==> config.mk <==
export PLATFORM = sky130hd
export DESIGN_NAME = iq_sample_packer_flat
export DESIGN_NICKNAME = d
export VERILOG_FILES = /design/src/rtl/iq_sample_packer_pkg.sv /design/src/rtl/iq_sample_packer_if.sv /design/src/rtl/iq_sample_packer_pair_timeout_timer.sv /design/src/rtl/iq_sample_packer.sv /design/src/flat_wrapper.sv
export SDC_FILE = /design/constraint.sdc
export NUM_CORES = 1
export LEC_CHECK = 0
export ABC_AREA = 0
export CAP_MARGIN = 20
export CORE_MARGIN = 2
export CORE_UTILIZATION = 41
export CTS_CLUSTER_DIAMETER = 50
export DETAILED_ROUTE_END_ITERATION = 10
export PLACE_DENSITY = 0.63
export REMOVE_ABC_BUFFERS = 1
export SLEW_MARGIN = 20
export SYNTH_ARGS = -nofsm -noshare
export SYNTH_HDL_FRONTEND = slang
export SYNTH_SLANG_ARGS = --single-unit
==> constraint.sdc <==
create_clock -name clk -period 3.18 [get_ports clk]
set_input_delay 0.636 -clock clk [delete_from_list [all_inputs] [get_ports clk]]
set_output_delay 0.636 -clock clk [all_outputs]
set_load 0.02 [all_outputs]
==> src/rtl/iq_sample_packer_pkg.sv <==
// rtl/iq_sample_packer_pkg.sv - shared constants, FSM state type and header builder for the I/Q packer
package iq_sample_packer_pkg;

    localparam logic [15:0] HDR_MAGIC     = 16'hA55A;
    localparam int          HDR_MAGIC_LSB = 48;
    localparam int          HDR_OVF_LSB   = 32;
    localparam int          HDR_SEQ_LSB   = 0;

    typedef enum logic [1:0] {
        ST_IDLE    = 2'd0,
        ST_COLLECT = 2'd1,
        ST_HDR     = 2'd2,
        ST_DATA    = 2'd3
    } state_e;

    // Block header: magic, overflow count at write time, block sequence number
    function automatic logic [63:0] make_header(input logic [15:0] ovf, input logic [31:0] seq);
        logic [63:0] hdr;
        hdr = '0;
        hdr[HDR_MAGIC_LSB +: 16] = HDR_MAGIC;
        hdr[HDR_OVF_LSB   +: 16] = ovf;
        hdr[HDR_SEQ_LSB   +: 32] = seq;
        return hdr;
    endfunction

endpackage

==> src/rtl/iq_sample_packer_if.sv <==
// rtl/iq_sample_packer_if.sv - ADC sample strobes and FIFO write port bundle
interface iq_sample_packer_if #(
    parameter int DATA_WIDTH = 32
);
    logic [DATA_WIDTH-1:0]   i_data;
    logic                    i_valid;
    logic [DATA_WIDTH-1:0]   q_data;
    logic                    q_valid;
    logic                    fifo_full;
    logic                    fifo_we;
    logic [2*DATA_WIDTH-1:0] fifo_data;

    // Environment side: drives samples and FIFO status, observes writes
    modport master (
        output i_data, i_valid, q_data, q_valid, fifo_full,
        input  fifo_we, fifo_data
    );

    // Packer side
    modport slave (
        input  i_data, i_valid, q_data, q_valid, fifo_full,
        output fifo_we, fifo_data
    );
endinterface

==> src/rtl/iq_sample_packer_pair_timeout_timer.sv <==
// rtl/iq_sample_packer_pair_timeout_timer.sv - counts how long a lone I or Q sample waits for its partner
module pair_timeout_timer #(
    parameter int PAIR_TIMEOUT = 255
) (
    input  logic clk,
    input  logic arstn,
    input  logic run_i,
    input  logic clr_i,
    output logic expire_o
);
    localparam int            CW   = $clog2(PAIR_TIMEOUT + 1);
    localparam logic [CW-1:0] LAST = CW'(PAIR_TIMEOUT - 1);

    logic [CW-1:0] cnt_q, cnt_d;

    // Expire on the edge where the wait reaches PAIR_TIMEOUT cycles
    assign expire_o = run_i && (cnt_q == LAST);

    // Count only while running; any stop, clear or expiry restarts from zero
    always_comb begin
        cnt_d = cnt_q;
        if (clr_i || !run_i || expire_o) begin
            cnt_d = '0;
        end else begin
            cnt_d = cnt_q + CW'(1);
        end
    end

    // Counter register
    always_ff @(posedge clk or negedge arstn) begin
        if (!arstn) begin
            cnt_q <= '0;
        end else begin
            cnt_q <= cnt_d;
        end
    end
endmodule

==> src/rtl/iq_sample_packer.sv <==
// rtl/iq_sample_packer.sv - pairs I/Q samples into 64-bit FIFO words with per-block headers
module iq_sample_packer
    import iq_sample_packer_pkg::*;
#(
    parameter int DATA_WIDTH      = 32,
    parameter int WORDS_PER_BLOCK = 1024,
    parameter int PAIR_TIMEOUT    = 255
) (
    input  logic                 clk,
    input  logic                 arstn,
    input  logic                 enable,
    iq_sample_packer_if.slave    bus,
    output logic [15:0]          overflow_cnt,
    output logic                 pair_err,
    output logic [31:0]          seq_cnt
);
    localparam int               WC_W    = (WORDS_PER_BLOCK > 1) ? $clog2(WORDS_PER_BLOCK) : 1;
    localparam logic [WC_W-1:0]  WC_LAST = WC_W'(WORDS_PER_BLOCK - 1);

    state_e                  state_q, state_d;
    logic [DATA_WIDTH-1:0]   i_hold_q, i_hold_d, q_hold_q, q_hold_d;
    logic                    i_flg_q, i_flg_d, q_flg_q, q_flg_d;
    logic [2*DATA_WIDTH-1:0] pair_q, pair_d;
    logic [2*DATA_WIDTH-1:0] fifo_data_q, fifo_data_d;
    logic                    fifo_we_q, fifo_we_d;
    logic                    pair_err_q, pair_err_d;
    logic [15:0]             ovf_q, ovf_d;
    logic [31:0]             seq_q, seq_d;
    logic [WC_W-1:0]         wc_q, wc_d;
    logic                    capture_en, take_pair, tmo_run, tmo_expire;

    assign capture_en = (state_q != ST_IDLE);
    assign take_pair  = (state_q == ST_COLLECT) && i_flg_q && q_flg_q;
    assign tmo_run    = capture_en && (i_flg_q ^ q_flg_q);

    pair_timeout_timer #(
        .PAIR_TIMEOUT (PAIR_TIMEOUT)
    ) u_timer (
        .clk      (clk),
        .arstn    (arstn),
        .run_i    (tmo_run),
        .clr_i    (!capture_en),
        .expire_o (tmo_expire)
    );

    // Sample capture, pair consumption, timeout and overwrite fault detection
    always_comb begin
        i_hold_d   = i_hold_q;
        q_hold_d   = q_hold_q;
        i_flg_d    = i_flg_q;
        q_flg_d    = q_flg_q;
        pair_err_d = pair_err_q;
        if (!capture_en) begin
            i_flg_d = 1'b0;
            q_flg_d = 1'b0;
        end else begin
            if (take_pair || tmo_expire) begin
                i_flg_d = 1'b0;
                q_flg_d = 1'b0;
            end
            if (tmo_expire) begin
                pair_err_d = 1'b1;
            end
            // A strobe landing on the consuming edge starts the next pair, not a fault
            if (bus.i_valid) begin
                if (i_flg_q && !take_pair) pair_err_d = 1'b1;
                i_hold_d = bus.i_data;
                i_flg_d  = 1'b1;
            end
            if (bus.q_valid) begin
                if (q_flg_q && !take_pair) pair_err_d = 1'b1;
                q_hold_d = bus.q_data;
                q_flg_d  = 1'b1;
            end
        end
    end

    // FSM next state and registered FIFO write / counter updates
    always_comb begin
        state_d     = state_q;
        fifo_we_d   = 1'b0;
        fifo_data_d = fifo_data_q;
        pair_d      = pair_q;
        ovf_d       = ovf_q;
        seq_d       = seq_q;
        wc_d        = wc_q;
        if (!enable) begin
            state_d = ST_IDLE;
            wc_d    = '0;
        end else begin
            unique case (state_q)
                ST_IDLE: begin
                    wc_d    = '0;
                    state_d = ST_COLLECT;
                end
                ST_COLLECT: begin
                    if (take_pair) begin
                        pair_d  = {i_hold_q, q_hold_q};
                        state_d = (wc_q == '0) ? ST_HDR : ST_DATA;
                    end
                end
                ST_HDR: begin
                    if (!bus.fifo_full) begin
                        fifo_we_d   = 1'b1;
                        fifo_data_d = (2*DATA_WIDTH)'(make_header(ovf_q, seq_q));
                        seq_d       = seq_q + 32'd1;
                        wc_d        = WC_W'(1);
                        state_d     = ST_DATA;
                    end else begin
                        // Header not written, so the next pair retries it
                        if (ovf_q != 16'hFFFF) ovf_d = ovf_q + 16'd1;
                        state_d = ST_COLLECT;
                    end
                end
                ST_DATA: begin
                    if (!bus.fifo_full) begin
                        fifo_we_d   = 1'b1;
                        fifo_data_d = pair_q;
                        wc_d        = (wc_q == WC_LAST) ? '0 : wc_q + WC_W'(1);
                    end else begin
                        if (ovf_q != 16'hFFFF) ovf_d = ovf_q + 16'd1;
                    end
                    state_d = ST_COLLECT;
                end
                default: state_d = ST_IDLE;
            endcase
        end
    end

    // State and datapath registers
    always_ff @(posedge clk or negedge arstn) begin
        if (!arstn) begin
            state_q     <= ST_IDLE;
            i_hold_q    <= '0;
            q_hold_q    <= '0;
            i_flg_q     <= 1'b0;
            q_flg_q     <= 1'b0;
            pair_q      <= '0;
            fifo_we_q   <= 1'b0;
            fifo_data_q <= '0;
            pair_err_q  <= 1'b0;
            ovf_q       <= '0;
            seq_q       <= '0;
            wc_q        <= '0;
        end else begin
            state_q     <= state_d;
            i_hold_q    <= i_hold_d;
            q_hold_q    <= q_hold_d;
            i_flg_q     <= i_flg_d;
            q_flg_q     <= q_flg_d;
            pair_q      <= pair_d;
            fifo_we_q   <= fifo_we_d;
            fifo_data_q <= fifo_data_d;
            pair_err_q  <= pair_err_d;
            ovf_q       <= ovf_d;
            seq_q       <= seq_d;
            wc_q        <= wc_d;
        end
    end

    assign bus.fifo_we   = fifo_we_q;
    assign bus.fifo_data = fifo_data_q;
    assign overflow_cnt  = ovf_q;
    assign pair_err      = pair_err_q;
    assign seq_cnt       = seq_q;
endmodule

==> src/flat_wrapper.sv <==
// flat-port wrapper written by rule: the top's interface ports become plain ports
module iq_sample_packer_flat import iq_sample_packer_pkg::*;
#(
    parameter int DATA_WIDTH      = 32,
    parameter int WORDS_PER_BLOCK = 1024,
    parameter int PAIR_TIMEOUT    = 255
)
  (clk, arstn, enable, overflow_cnt, pair_err, seq_cnt, bus_i_data, bus_i_valid, bus_q_data, bus_q_valid, bus_fifo_full, bus_fifo_we, bus_fifo_data);
  iq_sample_packer_if #(.DATA_WIDTH(DATA_WIDTH)) bus_i ();
  input  logic clk;
  input  logic arstn;
  input  logic enable;
  output logic [15:0] overflow_cnt;
  output logic pair_err;
  output logic [31:0] seq_cnt;
  input wire logic [$bits(bus_i.i_data)-1:0] bus_i_data;
  input wire logic [$bits(bus_i.i_valid)-1:0] bus_i_valid;
  input wire logic [$bits(bus_i.q_data)-1:0] bus_q_data;
  input wire logic [$bits(bus_i.q_valid)-1:0] bus_q_valid;
  input wire logic [$bits(bus_i.fifo_full)-1:0] bus_fifo_full;
  output wire logic [$bits(bus_i.fifo_we)-1:0] bus_fifo_we;
  output wire logic [$bits(bus_i.fifo_data)-1:0] bus_fifo_data;
  assign bus_i.i_data = bus_i_data;
  assign bus_i.i_valid = bus_i_valid;
  assign bus_i.q_data = bus_q_data;
  assign bus_i.q_valid = bus_q_valid;
  assign bus_i.fifo_full = bus_fifo_full;
  assign bus_fifo_we = bus_i.fifo_we;
  assign bus_fifo_data = bus_i.fifo_data;
  iq_sample_packer #(.DATA_WIDTH(DATA_WIDTH), .WORDS_PER_BLOCK(WORDS_PER_BLOCK), .PAIR_TIMEOUT(PAIR_TIMEOUT)) u_core (.clk(clk), .arstn(arstn), .enable(enable), .bus(bus_i), .overflow_cnt(overflow_cnt), .pair_err(pair_err), .seq_cnt(seq_cnt));
endmodule
==> metrics.md <==
| Metric | Value |
|---|---|
| Status | finished, final reports clean |
| Via/cell ratio | 5.12 |
| Largest net degree at the start of global routing | 81 |
| Crit-path max FO | 8 |
| WP buf/inv | 1 |
| Area after DPL | 13,400 sq um |
| Post-route ant nets | 0 |
| Core ar. | 26,700 sq um |
| Die area | 28,300 sq um |
| Vias in the first global route | 7,474 |
| GR Overflow Total | 0 |
| Clock tree buffer depth | 3 |
| Synth Flop Type | dfrtp_1 |
| Final-report setup violation count | 0 |
| Post-synth EDFFs | 0 |
| Number of synthesized register bits | 264 |
| Setup TNS | 0 ns |
| Initial antenna violation count | 1 |
| Max-Cap Viols | 0 |
| Worst skew pair latency | 0.49 ns |
| Worst path cell trace | clkdlybuf4s50_1 |
| Unrepaired setup endpoints after global routing | false |
| Asr flop ratio synth | 1.00 |
| Clock buffer count from CTS | 35 |
| Die height | 168 um |
| Drt initial violations | 335 |
| Commonest cells after routing, fill and taps aside | dfrtp_1, clkdlybuf4s50_1, mux2_1 |
| All-layer global routing usage | 0.178 |
| First-pass GRT wire length | 40,500 um |
| Power Density | 611 nW/um^2 |
| Root Buffer | clkbuf_16 |
| Peak supply drop | 0.000402 V |
| Post-cts repair resize count | 0 |
| Worst-margin pin slew | 1.00 ns |
| Final hold vios | 0 |
| Startpoint types | flip-flop |
| Tightest slew margin relative to the limit | 0.329 |
| Warnings, synthesis | 0 |
| Post-CTS Repair Setup Buffers | 0 |
| Worst Skew | 0.0109 ns |
| CP Data Arrival Time | 1.70 ns |
| Crit-path max cell delay | 0.70 ns |
| Starting density of the core | 0.414 |
| WL final | 24,700 um |
| Pre-antenna DRT Iters | 4 |
| Clk pin slew, worst setup/hold paths | 0.06 ns |
| Post-synth cell types | 54 |
| GPL Wtd Cong | 0.832 |
| Share of cells above drive strength 1 | 0.0970 |
| Final Max Tran Viols | 0 |
| Mapped cell area | 11,100 sq um |
| Mean Syn Cell Area | 12.5 sq um |
| Seq/Total Area, Yosys | 0.597 |
| CTS Sinks | 264 |
| Most common cell after layout, fill and taps aside | dfrtp_1 |
| Post-CTS Hold Fix Bufs | 0 |
| Leakage power | 6.60 nW |
| Finished Cell Area | 14,600 sq um |
| Slowest cell on crit path | clkdlybuf4s50_1 |
| Delay-heaviest family, CP | buffers and inverters |
| Final worst path period need | 2.34 ns |
| Num rows | 60 |
| HPWL after detailed placement | 16,300 um |
| PortBufs | 183 |
| Critical Path Sink Type | output port |
| Wirelength per Cell | 17.1 um |
| CP Data Required Time | 2.54 ns |
| Post-synthesis instance total | 886 |
| P&R area growth vs syn | 31.6% |
| Total I/O pin count | 184 |
| Layout Utilization | 0.545 |
| Via count | 7,392 |
| Final nets | 1,156 |
| # H-tree levels | 2 |
| Fmax | 428 MHz |
| Die X-Extent | 168 um |
| Type of the worst setup path | flip-flop to output port |
| Post-route DRC violation count | 0 |
| Fill count | 2,306 |
| Fin crit share | 0.735 |
| CTS tree | yes |
| Worst hold-check path type | input pin to asynchronous set/reset pin |
-- synthesized netlist by cell type (4+ instances only) --
cell      number  area share
xor2_1        14       0.011
o21ai_0       10      0.0045
dfrtp_1      264        0.60
nor4_1         4      0.0023
nand2_1       91       0.031
and4_1         7      0.0055
nor2_1        28      0.0095
xnor2_1       42       0.033
nand4_1       24       0.014
mux2_1       110        0.11
clkbuf_1      26      0.0088
nand3_1       36       0.016
buf_2         15      0.0068
and3_1        10      0.0057
ha_1           6      0.0068
a21oi_1       11      0.0050
o21ai_1       50       0.023
nor3_1         7      0.0032
inv_1         17      0.0058
mux2_2        20       0.020
a31oi_1        9      0.0051
mux2i_1       48       0.043
-- final timing paths --
| kind | from | cells after the start | slack (ns) | to |
|---|---|---|---|---|
| min in group clk | u_core.bus.fifo_data[48] | 2 | 0.47 | u_core.bus.fifo_data[48] |
| max in group asynchronous | arstn | 2 | 2.18 | u_core.q_hold_q[7] |
| setup reg to reg | u_core.state_q[0] | 5 | 0.88 | u_core.wc_q[8] |
| hold / removal | arstn | 1 | 0.15 | u_core.bus.fifo_data[11] |
| setup / recovery | u_core.overflow_cnt[3] | 1 | 0.84 | overflow_cnt[3] |
| hold reg to reg | u_core.bus.fifo_data[48] | 2 | 0.47 | u_core.bus.fifo_data[48] |
-- power by group --
part | internal [mW] | leakage [nW] | switching, mW | total [mW]
combinational | 0.452 | 2.58 | 0.335 | 0.787
clock | 2.60 | 0.582 | 1.45 | 4.05
sequential | 3.83 | 3.44 | 0.234 | 4.06
total | 6.88 | 6.60 | 2.01 | 8.89
-- layout make-up --
type | count | area, sq um | share of cell area
Timing Repair Buffer | 200 | 2010 | 0.138
Tap cell | 341 | 427 | 0.0293
Multi-Input combinational cell | 561 | 4240 | 0.291
Antenna cell | 1 | 2.50 | 0.000172
Clock inverter | 12 | 209 | 0.0144
Clock buffer | 48 | 995 | 0.0683
Inverter | 18 | 67.6 | 0.00464
Sequential cell | 264 | 6610 | 0.454
-- kinds of logic after synthesis --
group                      Yosys count  share of synthesized area
muxes                              179                      0.177
buffers and inverters               61                     0.0231
DFF                                264                      0.597
AOI/OAI and AO/OA                   95                     0.0496
xor gates and xnor gates            56                     0.0443
adders and majority gates            6                    0.00678
and+or+nand+nor                    225                      0.102
-- sequential cells by signal, summed over array words and instances (netlist names), 2 cells and up --
register and cells:
u_core.overflow_cnt 16, u_core.u_timer.cnt_q 8, u_core.i_hold_q 32, u_core.state_q 2, u_core.bus.fifo_data 64, u_core.wc_q 10, u_core.q_hold_q 32, u_core.seq_cnt 32
u_core.pair_q 64
-- stage by stage --
| stage | setup WS (ns) | std cells | hold WS (ns) | total power, mW |
|---|---|---|---|---|
| 6_report | 0.842 | 1445 | 0.147 | 8.89 |
| 5_1_grt | 0.754 | 1444 | 0.201 | 9.30 |
| 4_1_cts | 0.808 | 1444 | 0.165 | 9.02 |
| 3_5_place_dp | 0.558 | 1384 | 0.459 | 4.93 |
| 3_3_place_gp | 0.594 | 1384 | 0.455 | 4.89 |
| 2_1_floorplan | -0.848 | 843 | 0.340 | 4.53 |
-- per-layer routing --
layer | wire length [um] | global-route usage | up-vias
met5 | 0 | 0 | -
met4 | 580 | 0.0562 | 0
met3 | 1130 | 0.0341 | 38
met2 | 11700 | 0.290 | 159
met1 | 11300 | 0.241 | 3698
li1 | - | - | 3497
(Power assumes the default switching activity.)
